==> src/rtl/qmult_arbiter_if.sv <==
// Request/operand/result bundle between four requesters, one consumer and qmult_arbiter.
interface qmult_arbiter_if #(
  parameter int N = 32
);
  logic [3:0]     i_req;
  logic [4*N-1:0] i_multiplicand;
  logic [4*N-1:0] i_multiplier;
  logic [3:0]     o_gnt;
  logic [N-1:0]   o_result;
  logic           o_valid;
  logic [1:0]     o_tag;
  logic           i_ready;
  logic           o_ovf;
  logic           o_busy;

  modport slave (
    input  i_req, i_multiplicand, i_multiplier, i_ready,
    output o_gnt, o_result, o_valid, o_tag, o_ovf, o_busy
  );

  modport master (
    output i_req, i_multiplicand, i_multiplier, i_ready,
    input  o_gnt, o_result, o_valid, o_tag, o_ovf, o_busy
  );
endinterface

==> src/rtl/qmult_arbiter.sv <==
// Round-robin arbiter in front of one signed-magnitude Q-format multiplier.
// Define QMULT_ARB_OVF_EN to enable overflow detection and result saturation.
module qmult_arbiter #(
  parameter int Q = 16,
  parameter int N = 32
) (
  input  logic           i_clk,
  input  logic           i_rst,
  qmult_arbiter_if.slave bus
);
  // state | meaning
  // IDLE  | waiting for a request; grant and operand capture happen here
  // MUL   | multiplying the latched magnitudes
  // DONE  | result presented until the consumer takes it
  typedef enum logic [1:0] {IDLE, MUL, DONE} state_t;

  state_t          state, state_nxt;
  logic [1:0]      last_grant, winner, cand, owner;
  logic            found;
  logic [N-2:0]    mag_a, mag_b;
  logic            sign;
  logic [2*N-1:0]  prod;
  logic            ovf_raw;
  logic            unused_bits;

  // Cyclic search starting just past the previous winner.
  always_comb begin
    winner = last_grant;
    found  = 1'b0;
    cand   = '0;
    for (int i = 1; i <= 4; i++) begin
      cand = last_grant + 2'(i);
      if (!found && bus.i_req[cand]) begin
        winner = cand;
        found  = 1'b1;
      end
    end
  end

  always_ff @(posedge i_clk) begin
    if (i_rst) state <= IDLE;
    else       state <= state_nxt;
  end

  always_comb begin
    state_nxt = state;
    case (state)
      IDLE:    if (|bus.i_req) state_nxt = MUL;
      MUL:     state_nxt = DONE;
      DONE:    if (bus.i_ready) state_nxt = IDLE;
      default: state_nxt = IDLE;
    endcase
  end

  always_ff @(posedge i_clk) begin
    if (i_rst) begin
      last_grant <= 2'd3;
      owner      <= '0;
      mag_a      <= '0;
      mag_b      <= '0;
      sign       <= 1'b0;
      prod       <= '0;
    end else begin
      if (state == IDLE && found) begin
        last_grant <= winner;
        owner      <= winner;
        mag_a      <= bus.i_multiplicand[int'(winner)*N +: N-1];
        mag_b      <= bus.i_multiplier[int'(winner)*N +: N-1];
        sign       <= bus.i_multiplicand[int'(winner)*N + N-1]
                    ^ bus.i_multiplier[int'(winner)*N + N-1];
      end
      if (state == MUL)
        prod <= (2*N)'(mag_a) * (2*N)'(mag_b);
    end
  end

  assign ovf_raw     = |prod[2*N-1:N-1+Q];
  assign unused_bits = ^{prod[Q-1:0], ovf_raw};

  always_comb begin
    bus.o_gnt    = '0;
    bus.o_valid  = 1'b0;
    bus.o_result = '0;
    bus.o_tag    = '0;
    bus.o_ovf    = 1'b0;
    bus.o_busy   = (state != IDLE);
    case (state)
      IDLE: if (found && !i_rst) bus.o_gnt[winner] = 1'b1;
      DONE: begin
        bus.o_valid  = 1'b1;
        bus.o_tag    = owner;
        bus.o_result = {sign, prod[N-2+Q:Q]};
`ifdef QMULT_ARB_OVF_EN
        if (ovf_raw) begin
          bus.o_ovf           = 1'b1;
          bus.o_result[N-2:0] = '1;
        end
`endif
      end
      default: ;
    endcase
  end
endmodule
==> src/flat_wrapper.sv <==
// flat-port wrapper written by rule: the top's interface ports become plain ports
module qmult_arbiter_flat 
#(
  parameter int Q = 16,
  parameter int N = 32
)
  (i_clk, i_rst, bus_i_req, bus_i_multiplicand, bus_i_multiplier, bus_i_ready, bus_o_gnt, bus_o_result, bus_o_valid, bus_o_tag, bus_o_ovf, bus_o_busy);
  qmult_arbiter_if #(.N(N)) bus_i ();
  input  logic i_clk;
  input  logic i_rst;
  input wire logic [$bits(bus_i.i_req)-1:0] bus_i_req;
  input wire logic [$bits(bus_i.i_multiplicand)-1:0] bus_i_multiplicand;
  input wire logic [$bits(bus_i.i_multiplier)-1:0] bus_i_multiplier;
  input wire logic [$bits(bus_i.i_ready)-1:0] bus_i_ready;
  output wire logic [$bits(bus_i.o_gnt)-1:0] bus_o_gnt;
  output wire logic [$bits(bus_i.o_result)-1:0] bus_o_result;
  output wire logic [$bits(bus_i.o_valid)-1:0] bus_o_valid;
  output wire logic [$bits(bus_i.o_tag)-1:0] bus_o_tag;
  output wire logic [$bits(bus_i.o_ovf)-1:0] bus_o_ovf;
  output wire logic [$bits(bus_i.o_busy)-1:0] bus_o_busy;
  assign bus_i.i_req = bus_i_req;
  assign bus_i.i_multiplicand = bus_i_multiplicand;
  assign bus_i.i_multiplier = bus_i_multiplier;
  assign bus_i.i_ready = bus_i_ready;
  assign bus_o_gnt = bus_i.o_gnt;
  assign bus_o_result = bus_i.o_result;
  assign bus_o_valid = bus_i.o_valid;
  assign bus_o_tag = bus_i.o_tag;
  assign bus_o_ovf = bus_i.o_ovf;
  assign bus_o_busy = bus_i.o_busy;
  qmult_arbiter #(.Q(Q), .N(N)) u_core (.i_clk(i_clk), .i_rst(i_rst), .bus(bus_i));
endmodule
==> config.mk <==
export PLATFORM = sky130hd
export DESIGN_NAME = qmult_arbiter_flat
export DESIGN_NICKNAME = d
export VERILOG_FILES = /design/src/rtl/qmult_arbiter_if.sv /design/src/rtl/qmult_arbiter.sv /design/src/flat_wrapper.sv
export SDC_FILE = /design/constraint.sdc
export NUM_CORES = 2
export LEC_CHECK = 0
export CORE_MARGIN = 1
export CORE_UTILIZATION = 54
export CTS_BUF_LIST = sky130_fd_sc_hd__clkbuf_4 sky130_fd_sc_hd__clkbuf_8
export CTS_CLUSTER_SIZE = 24
export DETAILED_ROUTE_END_ITERATION = 6
export DONT_BUFFER_PORTS = 1
export PLACE_DENSITY = 0.83
export RECOVER_POWER = 25
export SLEW_MARGIN = 20
export SYNTH_ARGS = -nofsm -noshare
export SYNTH_HDL_FRONTEND = slang
export SYNTH_SLANG_ARGS = --single-unit
==> constraint.sdc <==
create_clock -name i_clk -period 6.8 [get_ports i_clk]
set_input_delay 2.04 -clock i_clk [delete_from_list [all_inputs] [get_ports i_clk]]
set_output_delay 2.04 -clock i_clk [all_outputs]
set_load 0.01 [all_outputs]
==> flow_metrics.tcl <==
set metrics [dict create \
    clkLatencyLatePin_ns 0.47 \
    critPathSlowestCell "fa_2" \
    core_area_um2 57700 \
    initial_core_util_pct 54.7 \
    syn_to_final_growth_pct 12.8 \
    synthDistinctLibCells 61 \
    clk_path_buf_depth 2 \
    die_w_um 244 \
    power_density_nw_per_um2 372 \
    drt_wl_total_mm 95.0 \
    clock-root-buffer "clkbuf_8" \
    antenna_found_initial 4 \
    path_common_cell "fa_2" \
    cts.htree.levels 3 \
    dr.pass1.iters 7 \
    final_cell_mix "687 x fa_1, 651 x inv_1, 568 x nand2_1" \
    grtUsageTotal_pct 29.9 \
    failed_checks "design-rule violations, max-capacitance violations, max-slew violations, negative setup slack" \
    holdBufCountCts 0 \
    hold_violations 0 \
    routed-wl-met3_mm 8.50 \
    finalMaxSlewViolations 64 \
    grt_pass1_vias 26416 \
    fin_crit_sh_pct 105 \
    cap_violations 1 \
    place_hpwl_mm 72.6 \
    crit_fanout 9 \
    status "finished with violations" \
    crit_buf_inv 5 \
    final_common_cell "fa_1" \
    min_period_ns 7.13 \
    cts_tree "done" \
    holdWs_ns 0.453 \
    wl_per_cell_um 21.3 \
    cts-buffers-inserted 9 \
    drt_iter0_drc 2149 \
    arrival_ns 7.44 \
    setup_ws_ns -0.327 \
    ys.warnings.count 0 \
    drc_errors 2 \
    cts_sinks 100 \
    clk_pin_slew_ns 0.12 \
    grt_pass1_wl_mm 138 \
    synth_fp_nets 4777 \
    layout.nets 4850 \
    synth_seq_cells 100 \
    yosysSeqAreaShare_pct 6.34 \
    grt_remaining_overflow 0 \
    cp-end-kind "flop" \
    drt-met1-wl_mm 31.2 \
    dieHeight_um 244 \
    io_pins 304 \
    path_delay_family "adder cells" \
    setup_viol 18 \
    critPathLaunchType "flop" \
    crit_type "flop to flop" \
    io_buffers 0 \
    p_leak_nw 17.3 \
    critPathMaxStageDelay_ns 0.59 \
    die_area_um2 59400 \
    met2_length_mm 45.9 \
    syn_area_um2 31600 \
    skew_ns 0.0224 \
    ant_nets 0 \
    gp_congestion 0.970 \
    highest_layer "met5" \
    synthCells 3611 \
    num_rows 88 \
    syn_avg_cell_area_um2 8.74 \
    hp-class "flop to flop" \
    cp.required_ns 7.11 \
    tightest_slew_ns 2.88 \
    avgViaCountPerCell 5.83 \
    vias 25984 \
    grt_max_degree 107 \
    rsz0062_at_grt "yes" \
    ir_drop_mv 0.614 \
    relSlewSlack_pct -91.8 \
    final_util_pct 61.8 \
    drive_above_1_share_pct 15.0 \
    fmax_ghz 0.140 \
]
## state kept, by name, indices dropped and copies added, names as in the netlist
register,cells
u_core.owner,2
u_core.mag_b,31
u_core.state,2
u_core.last_grant,2
u_core.prod,31
u_core.sign,1
u_core.mag_a,31
## synth_stat cells (all sizes together)
cell type / count / share of area, %
fa: 734 / 47
inv: 678 / 8.1
nand2: 574 / 6.8
and2: 564 / 11
clkbuf: 235 / 2.8
ha: 169 / 6.7
a21oi: 119 / 1.9
dfxtp: 100 / 6.3
nor2: 89 / 1.1
a211oi: 69 / 1.6
a311oi: 62 / 1.7
xnor2: 43 / 1.2
o21ai: 23 / 0.46
a21o: 22 / 0.56
xor2: 16 / 0.44
buf: 13 / 0.25
a31oi: 10 / 0.22
nand4: 9 / 0.18
nor3: 8 / 0.13
and3: 7 / 0.14
nand3b: 7 / 0.17
nor2b: 7 / 0.14
nand2b: 6 / 0.12
nand3: 6 / 0.095
nor4: 5 / 0.15
or3: 5 / 0.099
and4: 3 / 0.087
o21a: 3 / 0.071
o311ai: 3 / 0.11
or2: 3 / 0.059
a31o: 2 / 0.055
o211ai: 2 / 0.063
o21bai: 2 / 0.083
o221ai: 2 / 0.075
o31ai: 2 / 0.048
or2b: 2 / 0.055
a211o: 1 / 0.028
conb: 1 / 0.012
nand4b: 1 / 0.028
nor3b: 1 / 0.024
nor4b: 1 / 0.028
o211a: 1 / 0.032
or4: 1 / 0.024
## report_power, final
group	total, mW	internal [mW]	switching, mW
Clock	0.404	0.137	0.267
Sequential	0.945	0.740	0.204
Combinational	11.9	5.46	6.44
## repair_timing
action / 4_1_cts / 5_1_grt
resized for setup: 69 / 223
setup endpoints to repair: 27 / 27
buffers inserted: 15 / 37
cloned: 3 / 3
pin swaps: 53 / 143
## final cells by class
| cell class | instances | area, um2 |
|---|---|---|
| Multi-Input combinational cell | 2585 | 26800 |
| Fill cell | 4321 | 22100 |
| Timing Repair Buffer | 310 | 3050 |
| Inverter | 678 | 2540 |
| Sequential cell | 100 | 2080 |
| Tap cell | 765 | 957 |
| Clock buffer | 10 | 131 |
| Clock inverter | 5 | 38.8 |
| Antenna cell | 2 | 5.00 |
## path summary, 6_finish.rpt
check	start	end	slack [ns]	cells after the start
max	u_core.mag_a[15]$_SDFFE_PP0P_	u_core.prod[46]$_SDFFE_PP0N_	-0.33	25
min	u_core.prod[28]$_SDFFE_PP0N_	u_core.prod[28]$_SDFFE_PP0N_	0.45	2
max reg2reg	u_core.mag_a[15]$_SDFFE_PP0P_	u_core.prod[46]$_SDFFE_PP0N_	-0.33	25
min reg2reg	u_core.prod[28]$_SDFFE_PP0N_	u_core.prod[28]$_SDFFE_PP0N_	0.45	2
## logic make-up (layout without fill, tap and decap cells)
family                   after synthesis  after routing  synth area share, %
AO/OA/AOI/OAI                        323            323                 7.06
XOR/XNOR                              59             59                 1.64
adder cells (fa/ha/maj)              903            903                 53.2
buffers and inverters                926           1003                 11.1
flip-flops                           100            100                 6.34
other                                  1              3               0.0119
AND/OR/NAND/NOR                     1299           1299                 20.6
## through the flow
| stage | instance area (um2) | worst slack [ns] | std cells | power (mW) | setup TNS, ns |
|---|---|---|---|---|---|
| floorplan | 31600 | 0.00282 | 3611 | 7.00 | 0 |
| global placement | 34000 | -0.331 | 4385 | 10.6 | -3.88 |
| detailed placement | 34000 | -0.453 | 4385 | 10.9 | -6.73 |
| CTS | 34500 | -0.275 | 4414 | 11.6 | -2.45 |
| global route | 35600 | -0.663 | 4455 | 14.2 | -9.13 |
| finish | 35600 | -0.327 | 4455 | 13.3 | -3.61 |
## per-layer routing
metal	global-route usage, %	vias up
met5	0	-
met4	24.6	2
met3	4.70	541
met2	49.7	1620
met1	34.0	12929
li1	-	10892
## tightest hold or removal path, stage by stage (launching register included)
cell and delay [ns]:
dfxtp_1 0.33, nand2_1 0.05, a21oi_1 0.05
Power figures use the tool's default switching activity.
